[src/rtl/sobel_pkg.sv]
// Shared types and constants for the Sobel window sequencer.
package sobel_pkg;

    localparam int ADDR_W = 8;
    localparam int PIX_W  = 8;
    localparam int WIN_N  = 9;

    typedef enum logic [2:0] {
        IDLE,
        RD_REQ,
        RD_WAIT,
        CALC,
        WR_REQ,
        WR_WAIT,
        FIN
    } state_e;

    // Slot k holds window pixel (k / 3, k % 3); slot 0 is top-left.
    typedef logic [PIX_W-1:0] window_t [WIN_N];

    function automatic logic [1:0] slot_row(input logic [3:0] k);
        if (k >= 4'd6) begin
            return 2'd2;
        end else if (k >= 4'd3) begin
            return 2'd1;
        end
        return 2'd0;
    endfunction

    function automatic logic [1:0] slot_col(input logic [3:0] k);
        case (k)
            4'd0, 4'd3, 4'd6: return 2'd0;
            4'd1, 4'd4, 4'd7: return 2'd1;
            default:          return 2'd2;
        endcase
    endfunction

endpackage

[src/rtl/sobel_sequencer_if.sv]
// Handshake bundle between the sequencer (master) and its memory bridge / compute core (slave).
interface sobel_sequencer_if;
    import sobel_pkg::*;

    logic                 start;
    logic                 busy;
    logic                 read_data_done;
    logic                 write_done;
    logic [PIX_W-1:0]     data_r_o;
    logic                 start_read;
    logic                 start_write;
    logic [ADDR_W-1:0]    addr_r_mc;
    logic [ADDR_W-1:0]    addr_w_mc;
    logic [PIX_W-1:0]     data_w;
    logic [9*PIX_W-1:0]   window;
    logic                 window_valid;
    logic [PIX_W-1:0]     result;
    logic                 result_valid;
    logic                 active;
    logic                 done;

    modport master (
        input  start, busy, read_data_done, write_done, data_r_o, result, result_valid,
        output start_read, start_write, addr_r_mc, addr_w_mc, data_w, window,
               window_valid, active, done
    );

    modport slave (
        output start, busy, read_data_done, write_done, data_r_o, result, result_valid,
        input  start_read, start_write, addr_r_mc, addr_w_mc, data_w, window,
               window_valid, active, done
    );

endinterface

[src/rtl/sobel_window_buf.sv]
// 3x3 pixel slot array with single-slot load and, when WINDOW_REUSE_EN is
// defined, a left shift of the columns for stepping to the next centre.
module sobel_window_buf
    import sobel_pkg::*;
(
    input  logic                clk,
    input  logic                n_rst,
    input  logic                load_i,
    input  logic [3:0]          slot_i,
    input  logic [PIX_W-1:0]    pix_i,
`ifdef WINDOW_REUSE_EN
    input  logic                shift_i,
`endif
    output logic [9*PIX_W-1:0]  window_o
);

    window_t slots_q;
    window_t slots_d;

    // Next slot contents: optional column shift, then the incoming pixel.
    always_comb begin
        slots_d = slots_q;
`ifdef WINDOW_REUSE_EN
        if (shift_i) begin
            for (int r = 0; r < 3; r++) begin
                slots_d[3*r]   = slots_q[3*r+1];
                slots_d[3*r+1] = slots_q[3*r+2];
            end
        end
`endif
        for (int k = 0; k < WIN_N; k++) begin
            if (load_i && (slot_i == 4'(k))) begin
                slots_d[k] = pix_i;
            end
        end
    end

    // Slot registers, cleared by reset.
    always_ff @(posedge clk) begin
        if (!n_rst) begin
            for (int k = 0; k < WIN_N; k++) begin
                slots_q[k] <= '0;
            end
        end else begin
            slots_q <= slots_d;
        end
    end

    // Flatten to the row-major output bus, slot k at byte k.
    always_comb begin
        window_o = '0;
        for (int k = 0; k < WIN_N; k++) begin
            window_o[k*PIX_W +: PIX_W] = slots_q[k];
        end
    end

endmodule

[src/rtl/sobel_sequencer.sv]
// Frame sequencer for a 3x3 Sobel filter: fetches each interior window from
// memory, hands it to the compute core, and writes the filter result back.
// Optional build macro: WINDOW_REUSE_EN (reuse two window columns between
// horizontally adjacent centres, reading only the new column).
//
// state   | meaning
// IDLE    | waiting for start
// RD_REQ  | issue a pixel read once the bus is free
// RD_WAIT | wait for read data, store it in the window slot
// CALC    | window complete, wait for the filter result
// WR_REQ  | issue the result write once the bus is free
// WR_WAIT | wait for write completion, advance the centre
// FIN     | one-cycle frame-done pulse
module sobel_sequencer
    import sobel_pkg::*;
#(
    parameter int                IMG_W    = 8,
    parameter int                IMG_H    = 8,
    parameter logic [ADDR_W-1:0] SRC_BASE = 8'd0,
    parameter logic [ADDR_W-1:0] DST_BASE = 8'd128
)(
    input  logic             clk,
    input  logic             n_rst,
    sobel_sequencer_if.master bus
);

    localparam logic [ADDR_W-1:0] LAST_COL   = ADDR_W'(IMG_W - 3);
    localparam logic [ADDR_W-1:0] LAST_ROW   = ADDR_W'(IMG_H - 3);
    localparam logic [ADDR_W-1:0] ROW_STRIDE = ADDR_W'(IMG_W);
    localparam logic [ADDR_W-1:0] OUT_STRIDE = ADDR_W'(IMG_W - 2);

    state_e             state_q, state_d;
    // Window origin (top-left pixel), i.e. centre minus one in each axis.
    logic [ADDR_W-1:0]  row_q, row_d;
    logic [ADDR_W-1:0]  col_q, col_d;
    logic [3:0]         slot_q, slot_d;
    logic [PIX_W-1:0]   data_w_q, data_w_d;
    logic               win_valid_q, win_valid_d;
    logic               load;
    logic               last_centre;
    logic [ADDR_W-1:0]  rd_addr;
    logic [ADDR_W-1:0]  wr_addr;
    logic [9*PIX_W-1:0] window_w;
`ifdef WINDOW_REUSE_EN
    logic               reuse_q, reuse_d;
    logic               shift;
`endif

    assign last_centre = (row_q == LAST_ROW) && (col_q == LAST_COL);
    assign rd_addr = SRC_BASE
                   + (row_q + {6'd0, slot_row(slot_q)}) * ROW_STRIDE
                   + col_q + {6'd0, slot_col(slot_q)};
    assign wr_addr = DST_BASE + row_q * OUT_STRIDE + col_q;

    sobel_window_buf u_win (
        .clk      (clk),
        .n_rst    (n_rst),
        .load_i   (load),
        .slot_i   (slot_q),
        .pix_i    (bus.data_r_o),
`ifdef WINDOW_REUSE_EN
        .shift_i  (shift),
`endif
        .window_o (window_w)
    );

    // State, counters and held output registers.
    always_ff @(posedge clk) begin
        if (!n_rst) begin
            state_q     <= IDLE;
            row_q       <= '0;
            col_q       <= '0;
            slot_q      <= '0;
            data_w_q    <= '0;
            win_valid_q <= 1'b0;
`ifdef WINDOW_REUSE_EN
            reuse_q     <= 1'b0;
`endif
        end else begin
            state_q     <= state_d;
            row_q       <= row_d;
            col_q       <= col_d;
            slot_q      <= slot_d;
            data_w_q    <= data_w_d;
            win_valid_q <= win_valid_d;
`ifdef WINDOW_REUSE_EN
            reuse_q     <= reuse_d;
`endif
        end
    end

    // Next-state, counter stepping and window control.
    always_comb begin
        state_d     = state_q;
        row_d       = row_q;
        col_d       = col_q;
        slot_d      = slot_q;
        data_w_d    = data_w_q;
        win_valid_d = 1'b0;
        load        = 1'b0;
`ifdef WINDOW_REUSE_EN
        reuse_d     = reuse_q;
        shift       = 1'b0;
`endif
        case (state_q)
            IDLE: begin
                if (bus.start) begin
                    state_d = RD_REQ;
                    row_d   = '0;
                    col_d   = '0;
                    slot_d  = '0;
`ifdef WINDOW_REUSE_EN
                    reuse_d = 1'b0;
`endif
                end
            end
            RD_REQ: begin
                if (!bus.busy) begin
                    state_d = RD_WAIT;
                end
            end
            RD_WAIT: begin
                if (bus.read_data_done) begin
                    load = 1'b1;
                    if (slot_q == 4'd8) begin
                        state_d     = CALC;
                        win_valid_d = 1'b1;
                    end else begin
                        state_d = RD_REQ;
`ifdef WINDOW_REUSE_EN
                        // A reused window only fetches the right-hand column.
                        slot_d  = reuse_q ? (slot_q + 4'd3) : (slot_q + 4'd1);
`else
                        slot_d  = slot_q + 4'd1;
`endif
                    end
                end
            end
            CALC: begin
                if (bus.result_valid) begin
                    data_w_d = bus.result;
                    state_d  = WR_REQ;
                end
            end
            WR_REQ: begin
                if (!bus.busy) begin
                    state_d = WR_WAIT;
                end
            end
            WR_WAIT: begin
                if (bus.write_done) begin
                    if (last_centre) begin
                        state_d = FIN;
                    end else begin
                        state_d = RD_REQ;
                        if (col_q == LAST_COL) begin
                            col_d   = '0;
                            row_d   = row_q + 8'd1;
                            slot_d  = '0;
`ifdef WINDOW_REUSE_EN
                            reuse_d = 1'b0;
`endif
                        end else begin
                            col_d   = col_q + 8'd1;
`ifdef WINDOW_REUSE_EN
                            shift   = 1'b1;
                            reuse_d = 1'b1;
                            slot_d  = 4'd2;
`else
                            slot_d  = '0;
`endif
                        end
                    end
                end
            end
            FIN: begin
                state_d = IDLE;
            end
            default: begin
                state_d = IDLE;
            end
        endcase
    end

    // Bus outputs; addresses are forced to zero outside their request phases.
    always_comb begin
        bus.start_read   = (state_q == RD_REQ) && !bus.busy;
        bus.start_write  = (state_q == WR_REQ) && !bus.busy;
        bus.addr_r_mc    = ((state_q == RD_REQ) || (state_q == RD_WAIT)) ? rd_addr : '0;
        bus.addr_w_mc    = ((state_q == WR_REQ) || (state_q == WR_WAIT)) ? wr_addr : '0;
        bus.data_w       = data_w_q;
        bus.window       = window_w;
        bus.window_valid = win_valid_q;
        bus.active       = (state_q != IDLE);
        bus.done         = (state_q == FIN);
    end

endmodule

[src/flat_wrapper.sv]
// flat-port wrapper written by rule: the top's interface ports become plain ports
module sobel_sequencer_flat import sobel_pkg::*;
#(
    parameter int                IMG_W    = 8,
    parameter int                IMG_H    = 8,
    parameter logic [ADDR_W-1:0] SRC_BASE = 8'd0,
    parameter logic [ADDR_W-1:0] DST_BASE = 8'd128
)
  (clk, n_rst, bus_start, bus_busy, bus_read_data_done, bus_write_done, bus_data_r_o, bus_result, bus_result_valid, bus_start_read, bus_start_write, bus_addr_r_mc, bus_addr_w_mc, bus_data_w, bus_window, bus_window_valid, bus_active, bus_done);
  sobel_sequencer_if bus_i ();
  input  logic clk;
  input  logic n_rst;
  input wire logic [$bits(bus_i.start)-1:0] bus_start;
  input wire logic [$bits(bus_i.busy)-1:0] bus_busy;
  input wire logic [$bits(bus_i.read_data_done)-1:0] bus_read_data_done;
  input wire logic [$bits(bus_i.write_done)-1:0] bus_write_done;
  input wire logic [$bits(bus_i.data_r_o)-1:0] bus_data_r_o;
  input wire logic [$bits(bus_i.result)-1:0] bus_result;
  input wire logic [$bits(bus_i.result_valid)-1:0] bus_result_valid;
  output wire logic [$bits(bus_i.start_read)-1:0] bus_start_read;
  output wire logic [$bits(bus_i.start_write)-1:0] bus_start_write;
  output wire logic [$bits(bus_i.addr_r_mc)-1:0] bus_addr_r_mc;
  output wire logic [$bits(bus_i.addr_w_mc)-1:0] bus_addr_w_mc;
  output wire logic [$bits(bus_i.data_w)-1:0] bus_data_w;
  output wire logic [$bits(bus_i.window)-1:0] bus_window;
  output wire logic [$bits(bus_i.window_valid)-1:0] bus_window_valid;
  output wire logic [$bits(bus_i.active)-1:0] bus_active;
  output wire logic [$bits(bus_i.done)-1:0] bus_done;
  assign bus_i.start = bus_start;
  assign bus_i.busy = bus_busy;
  assign bus_i.read_data_done = bus_read_data_done;
  assign bus_i.write_done = bus_write_done;
  assign bus_i.data_r_o = bus_data_r_o;
  assign bus_i.result = bus_result;
  assign bus_i.result_valid = bus_result_valid;
  assign bus_start_read = bus_i.start_read;
  assign bus_start_write = bus_i.start_write;
  assign bus_addr_r_mc = bus_i.addr_r_mc;
  assign bus_addr_w_mc = bus_i.addr_w_mc;
  assign bus_data_w = bus_i.data_w;
  assign bus_window = bus_i.window;
  assign bus_window_valid = bus_i.window_valid;
  assign bus_active = bus_i.active;
  assign bus_done = bus_i.done;
  sobel_sequencer #(.IMG_W(IMG_W), .IMG_H(IMG_H), .SRC_BASE(SRC_BASE), .DST_BASE(DST_BASE)) u_core (.clk(clk), .n_rst(n_rst), .bus(bus_i));
endmodule
[config.mk]
export PLATFORM = sky130hd
export DESIGN_NAME = sobel_sequencer_flat
export DESIGN_NICKNAME = d
export VERILOG_FILES = /design/src/rtl/sobel_pkg.sv /design/src/rtl/sobel_sequencer_if.sv /design/src/rtl/sobel_window_buf.sv /design/src/rtl/sobel_sequencer.sv /design/src/flat_wrapper.sv
export SDC_FILE = /design/constraint.sdc
export NUM_CORES = 1
export LEC_CHECK = 0
export ABC_AREA = 1
export BUFFER_PORTS_ARGS = -buffer_cell sky130_fd_sc_hd__buf_2
export CORE_UTILIZATION = 50
export CTS_BUF_LIST = sky130_fd_sc_hd__clkbuf_8
export DETAILED_ROUTE_END_ITERATION = 8
export PLACE_DENSITY = 0.79
export SYNTH_ARGS = -nofsm -noshare
export SYNTH_HDL_FRONTEND = slang
export SYNTH_SLANG_ARGS = --single-unit
[constraint.sdc]
create_clock -name clk -period 4.6 [get_ports clk]
set_input_delay 0.23 -clock clk [delete_from_list [all_inputs] [get_ports clk]]
set_output_delay 0.23 -clock clk [all_outputs]
set_load 0.005 [all_outputs]
After elaboration in Yosys (flattened, before gate mapping)
Index checks and enable logic that the tools add are counted.
{"block": "word_totals", "elab_cells": 114, "output_inout_bits": 101, "inputBits": 23, "register_bits": 104}
{"block": "classes", "mul": 1, "n_reduce_logical": 28, "mux": 35, "magnitude_cmp": 2, "n_addsub": 8, "eq_ne": 25}
{"operator": "$mux W8", "n": 9}
{"operator": "$pmux W8 S2", "n": 2}
{"operator": "$mux W3", "n": 7}
{"operator": "$mux W4", "n": 5}
{"operator": "$pmux W3 S6", "n": 1}
{"operator": "$add A8 B1 Y8 const B", "n": 2}
{"operator": "$add A8 B8 Y8", "n": 2}
{"operator": "$eq A4 B3 Y1 const B", "n": 4}
{"operator": "$eq A8 B3 Y1 const B", "n": 2}
{"operator": "$ne A2 B2 Y1 const B", "n": 8}
{"operator": "$logic_and A1 B1 Y1", "n": 12}
{"operator": "$pmux W4 S3", "n": 1}
{"operator": "$reduce_and A6 Y1", "n": 2}
{"operator": "$eq A3 B3 Y1 const B", "n": 3}
{"operator": "$add A8 B2 Y8", "n": 1}
{"operator": "$add A8 B8 Y8 const A", "n": 1}
{"operator": "$eq A4 B2 Y1 const B", "n": 2}
{"operator": "$mul A8 B2 Y7 const B", "n": 1}
{"operator": "$mux W2", "n": 4}
{"operator": "$eq A3 B2 Y1 const B", "n": 2}
{"operator": "$reduce_bool A3 Y1", "n": 2}
{"operator": "$reduce_or A3 Y1", "n": 2}
{"operator": "$add A5 B2 Y5", "n": 1}
{"operator": "$mux W1", "n": 5}
{"operator": "other kinds (17)", "n": 18}

Longest topological paths before layout
{"block": "depth", "depth_word": 8, "mapped_depth": 19, "ltp_nobuf": 19}

Hierarchy
From an unflattened synthesis, not the netlist that was laid out.
{"block": "hier_totals", "cells_unflattened": 872, "hier_area_um2": 5798.1}
{"module": "sobel_sequencer", "seq_area_each_um2": 640.6, "area_per_inst_um2": 2904.0, "cells_each": 445, "n_inst": 1}
{"module": "sobel_window_buf", "seq_area_each_um2": 1441.4, "area_per_inst_um2": 2894.0, "cells_each": 427, "n_inst": 1}

Least setup slack after synthesis
No wires, ideal clock.
{"block": "synth_timing", "path_kind": "flip-flop to output port", "from": "register u_core.slot_q[0]", "to": "output port bus_addr_r_mc[6]", "path_stages_with_launch": 18, "t_arrival_ns": 2.923, "slack_ns": 1.447, "t_required_ns": 4.370, "n_path_buf": 0, "cell_sequence": "dfxtp_1 > inv_1 > ha_1 > inv_1 > nor2_1 > nor3_1 > inv_1 > a21oi_1 > ha_1 > inv_1 > fa_1 > xnor2_1 > ha_1 > nand2_1 > nor2_1 > a211oi_1 > nand3_1 > a21oi_1"}
{"block": "synth_via", "elab_chain_cells": 8, "word_cells_on_any_way": 19, "classes_between": "3 x add/sub; 2 x order compare; 5 x eq/ne; 6 x mux; 3 x reduce/logical"}
{"element": "from (decl)", "line_no": "sobel_sequencer.sv:36", "source": "logic [3:0] slot_q, slot_d;"}
{"element": "from (signal assigned)", "line_no": "sobel_sequencer.sv:83", "source": "slot_q <= slot_d;"}
{"element": "$ge A4 B2 Y1", "line_no": "sobel_pkg.sv:24", "source": "end else if (k >= 4'd3) begin"}
{"element": "$mux W1", "line_no": "sobel_pkg.sv:24"}
{"element": "$mux W1", "line_no": "sobel_pkg.sv:22", "source": "if (k >= 4'd6) begin"}
{"element": "$mux W2", "line_no": "sobel_pkg.sv:27", "source": "return 2'd0;"}
{"element": "$add A5 B2 Y5", "line_no": "sobel_sequencer.sv:51", "source": "+ (row_q + {6'd0, slot_row(slot_q)}) * ROW_STRIDE"}
{"element": "$add A8 B8 Y8", "line_no": "sobel_sequencer.sv:52", "source": "+ col_q + {6'd0, slot_col(slot_q)};"}
{"element": "$add A8 B2 Y8 (*)", "line_no": "sobel_sequencer.sv:52"}
{"element": "$mux W8 (*)", "line_no": "sobel_sequencer.sv:189", "source": "bus.addr_r_mc = ((state_q == RD_REQ) || (state_q == RD_WAIT)) ? rd_addr : '0;"}
{"element": "to (decl)", "line_no": "flat_wrapper.sv:22", "source": "output wire logic [$bits(bus_i.addr_r_mc)-1:0] bus_addr_r_mc;"}
Every way passes the cells marked *; elsewhere a longest branch is shown, timed or not.

Final worst setup path
Same ends and word-level chain as after synthesis.

==> flow_summary.toml <==
[status]
status = "completed"

[worst_setup_path]
arrival_ps = 3780
worstSetupPathType = "flop to output port"
slowest_delay_ps = 390
cp_max_fo = 6
crit_path_end_kind = "output port"
critical_path_required_ps = 4370
critical_path.cell_chain = "inv_1 > ha_1 > inv_1 > nor2_1 > nor3_1 > inv_1 > a21oi_1 > ha_1 > inv_1 > fa_1 > xnor2_1 > ha_1 > nand2_1 > nor2_1 > a211oi_1 > nand3_1 > a21oi_1 > buf_2"
crit_top_cell = "inv_1"
crit_buf_inv = 5
cp-start-kind = "flop"
cp_top_family = "adder cells"
cp_slowest_cell = "dfxtp_1"

[routing]
route.detailed.drc = 0
num_vias = 5116
drtIter0Drc = 271
avgRoutedWirePerCell_um = 13.1
routed_via_density = 5.04
dr.pass1.iters = 5
drtAntennaViolNets = 0
finalWirelength_um = 13300

[pwr]
powerDensity_nw_per_um2 = 318
vdd_ir_drop_max_v = 0.000170
power.leakage_nw = 3.03

[die]
die_x_um = 106
initial_core_util = 0.522
ios = 124
fp-row-count = 37
dieArea_um2 = 11300
core_area_um2 = 10500
die_h_um = 106

[cts]
htreeDepth = 3
cts_max_path_buffers = 2
root_buffer = "clkbuf_8"
cts_hold_buffers = 0
cts_tree = "done"
clk_latency_ps = 370
cts_num_sinks = 104
cts_inserted_buffers = 9
clk_pin_slew_ps = 100
cts_setup_buffers = 0
cts-resized-gates = 0

[synthesis]
avgSynthCellArea_um2 = 7.15
synthesis.area_um2 = 5460
synthArstFlopShare = 0
ys.flop_type = "dfxtp_1"
synth-seq-area-share = 0.381
yosys_register_bits = 104
synthCells = 764
ys_warn_count = 0
synth_fp_nets = 825
synth_edf_count = 0
ys_types = 40

[layout]
multi_input_area_um2 = 2990
final_common_cell = "nor2_1"
drive_above_1_share = 0.192
regArea_um2 = 2080
final_util = 0.604
n_antenna_cell = 0
layout.nets = 935
mostFrequentLayoutCells = "212 x nor2_1, 123 x buf_2, 104 x dfxtp_1"
fill_cells = 1008
syn_to_final_growth_pct = 15.8

[global_route]
grt_max_degree = 77
antenna_found_initial = 0
grt_pass1_vias = 4495
grtUsageTotal = 0.239
grt.overflow.total = 0
grt_pass1_wl_um = 21700

[sta]
relSlewSlack = 0.495
setup_viol = 0
drv_slew = 0
final-hold-violation-count = 0
rsz0062_at_grt = "false"
min_period_ps = 4010
timing.final.crit_share = 0.871
skew_ps = 15.9
clock.fmax_ghz = 0.250
tns_ps = 0
max_slew.worst_pin.slew_ps = 757

[placed_design]
portBuffers = 123
globalplace.congestion = 0.879
hpwl_um = 9680

[worst_hold_path]
hp-class = "primary input to flop"

[run]
cap_violations = 0
[registers in the layout (all words and copies together) (netlist names)]
register,cells
u_core.col_q,8
u_core.bus.window_valid,1
u_core.bus.data_w,8
u_core.state_q,3
u_core.slot_q,4
u_core.row_q,8
u_core.u_win.window_o,72
[report_power, final]
| group | internal (W) | switching, W | leakage (nW) |
|---|---|---|---|
| Combinational | 0.000152 | 0.000324 | 2.11 |
| Clock | 0.000219 | 0.000333 | 0.0846 |
| Sequential | 0.000933 | 0.0000515 | 0.839 |
| Total | 0.00130 | 0.000708 | 3.03 |
[cell type report]
| type | count | share of cell area |
|---|---|---|
| Clock buffer | 10 | 0.0218 |
| Multi-Input combinational cell | 565 | 0.473 |
| Timing Repair Buffer | 124 | 0.0986 |
| Sequential cell | 104 | 0.329 |
| Inverter | 70 | 0.0424 |
| Clock inverter | 6 | 0.00831 |
| Tap cell | 136 | 0.0269 |
[synthesized netlist by cell type (2+ instances only)]
library cell | n | area [um^2]
fa_1 | 4 | 80.1
buf_1 | 8 | 30.0
ha_1 | 34 | 425
nand4_1 | 14 | 87.6
clkbuf_1 | 12 | 45.0
inv_2 | 7 | 26.3
nor2_8 | 2 | 40.0
o21ai_1 | 5 | 25.0
xor2_1 | 12 | 105
nor2_2 | 3 | 18.8
nor2_1 | 212 | 796
a211oi_1 | 2 | 15.0
o21bai_2 | 2 | 22.5
xnor2_1 | 7 | 61.3
nor3_4 | 2 | 32.5
inv_1 | 62 | 233
a21oi_1 | 30 | 150
dfxtp_1 | 104 | 2080
nand2_1 | 102 | 383
nand3_4 | 2 | 35.0
nor2_4 | 2 | 22.5
buf_6 | 3 | 33.8
nand2_2 | 5 | 31.3
nor3_1 | 2 | 10.0
nand3_1 | 30 | 150
o21ai_2 | 2 | 17.5
o21ai_0 | 81 | 405
[cells by family (layout without fill, tap and decap cells)]
logic type	after synthesis	in the layout	share of synthesized area
DFF	104	104	0.381
xor gates and xnor gates	19	19	0.0305
and+or+nand+nor	380	380	0.300
adders and majority gates	38	38	0.0926
buffers and inverters	95	210	0.0713
AOI/OAI and AO/OA	128	128	0.124
[worst reg2reg max path: cells and delay by family, from the launching register on]
kind | cells | cell delay [ps]
DFF | 1 | 610
buffers and inverters | 1 | 180
AOI/OAI and AO/OA | 1 | 180
and+or+nand+nor | 5 | 1040
[routing by layer]
layer / up-vias / track usage / share of wire
met3: 15 / 0.0478 / 0.064
met5: - / 0 / 0
met1: 2275 / 0.327 / 0.47
met2: 154 / 0.385 / 0.46
met4: 0 / 0.0587 / 0.014
li1: 2672 / - / -
[metrics by stage]
| step | std cells | setup WS [ps] | area, um^2 | total power [W] | hold WS [ps] |
|---|---|---|---|---|---|
| floorplan | 764 | 1450 | 5460 | 0.00136 | 398 |
| global placement | 999 | 1150 | 6130 | 0.00147 | 449 |
| detailed placement | 999 | 1040 | 6130 | 0.00148 | 449 |
| CTS | 1015 | 605 | 6320 | 0.00202 | 111 |
| global route | 1015 | 226 | 6320 | 0.00212 | 118 |
| finish | 1015 | 594 | 6320 | 0.00201 | 121 |
[path summary, 6_finish.rpt]
| kind | start | to | slack, ps | cells past startpoint |
|---|---|---|---|---|
| min reg2reg | u_core.bus.data_w[3]$_SDFFE_PN0P_ | u_core.bus.data_w[3]$_SDFFE_PN0P_ | 470 | 2 |
| max | u_core.slot_q[0]$_SDFFE_PN0P_ | bus_addr_r_mc[6] | 590 | 18 |
| max reg2reg | u_core.col_q[2]$_SDFFE_PN0P_ | u_core.col_q[1]$_SDFFE_PN0P_ | 2500 | 7 |
| min | bus_result[3] | u_core.bus.data_w[3]$_SDFFE_PN0P_ | 120 | 3 |
Power figures use the tool's default switching activity.
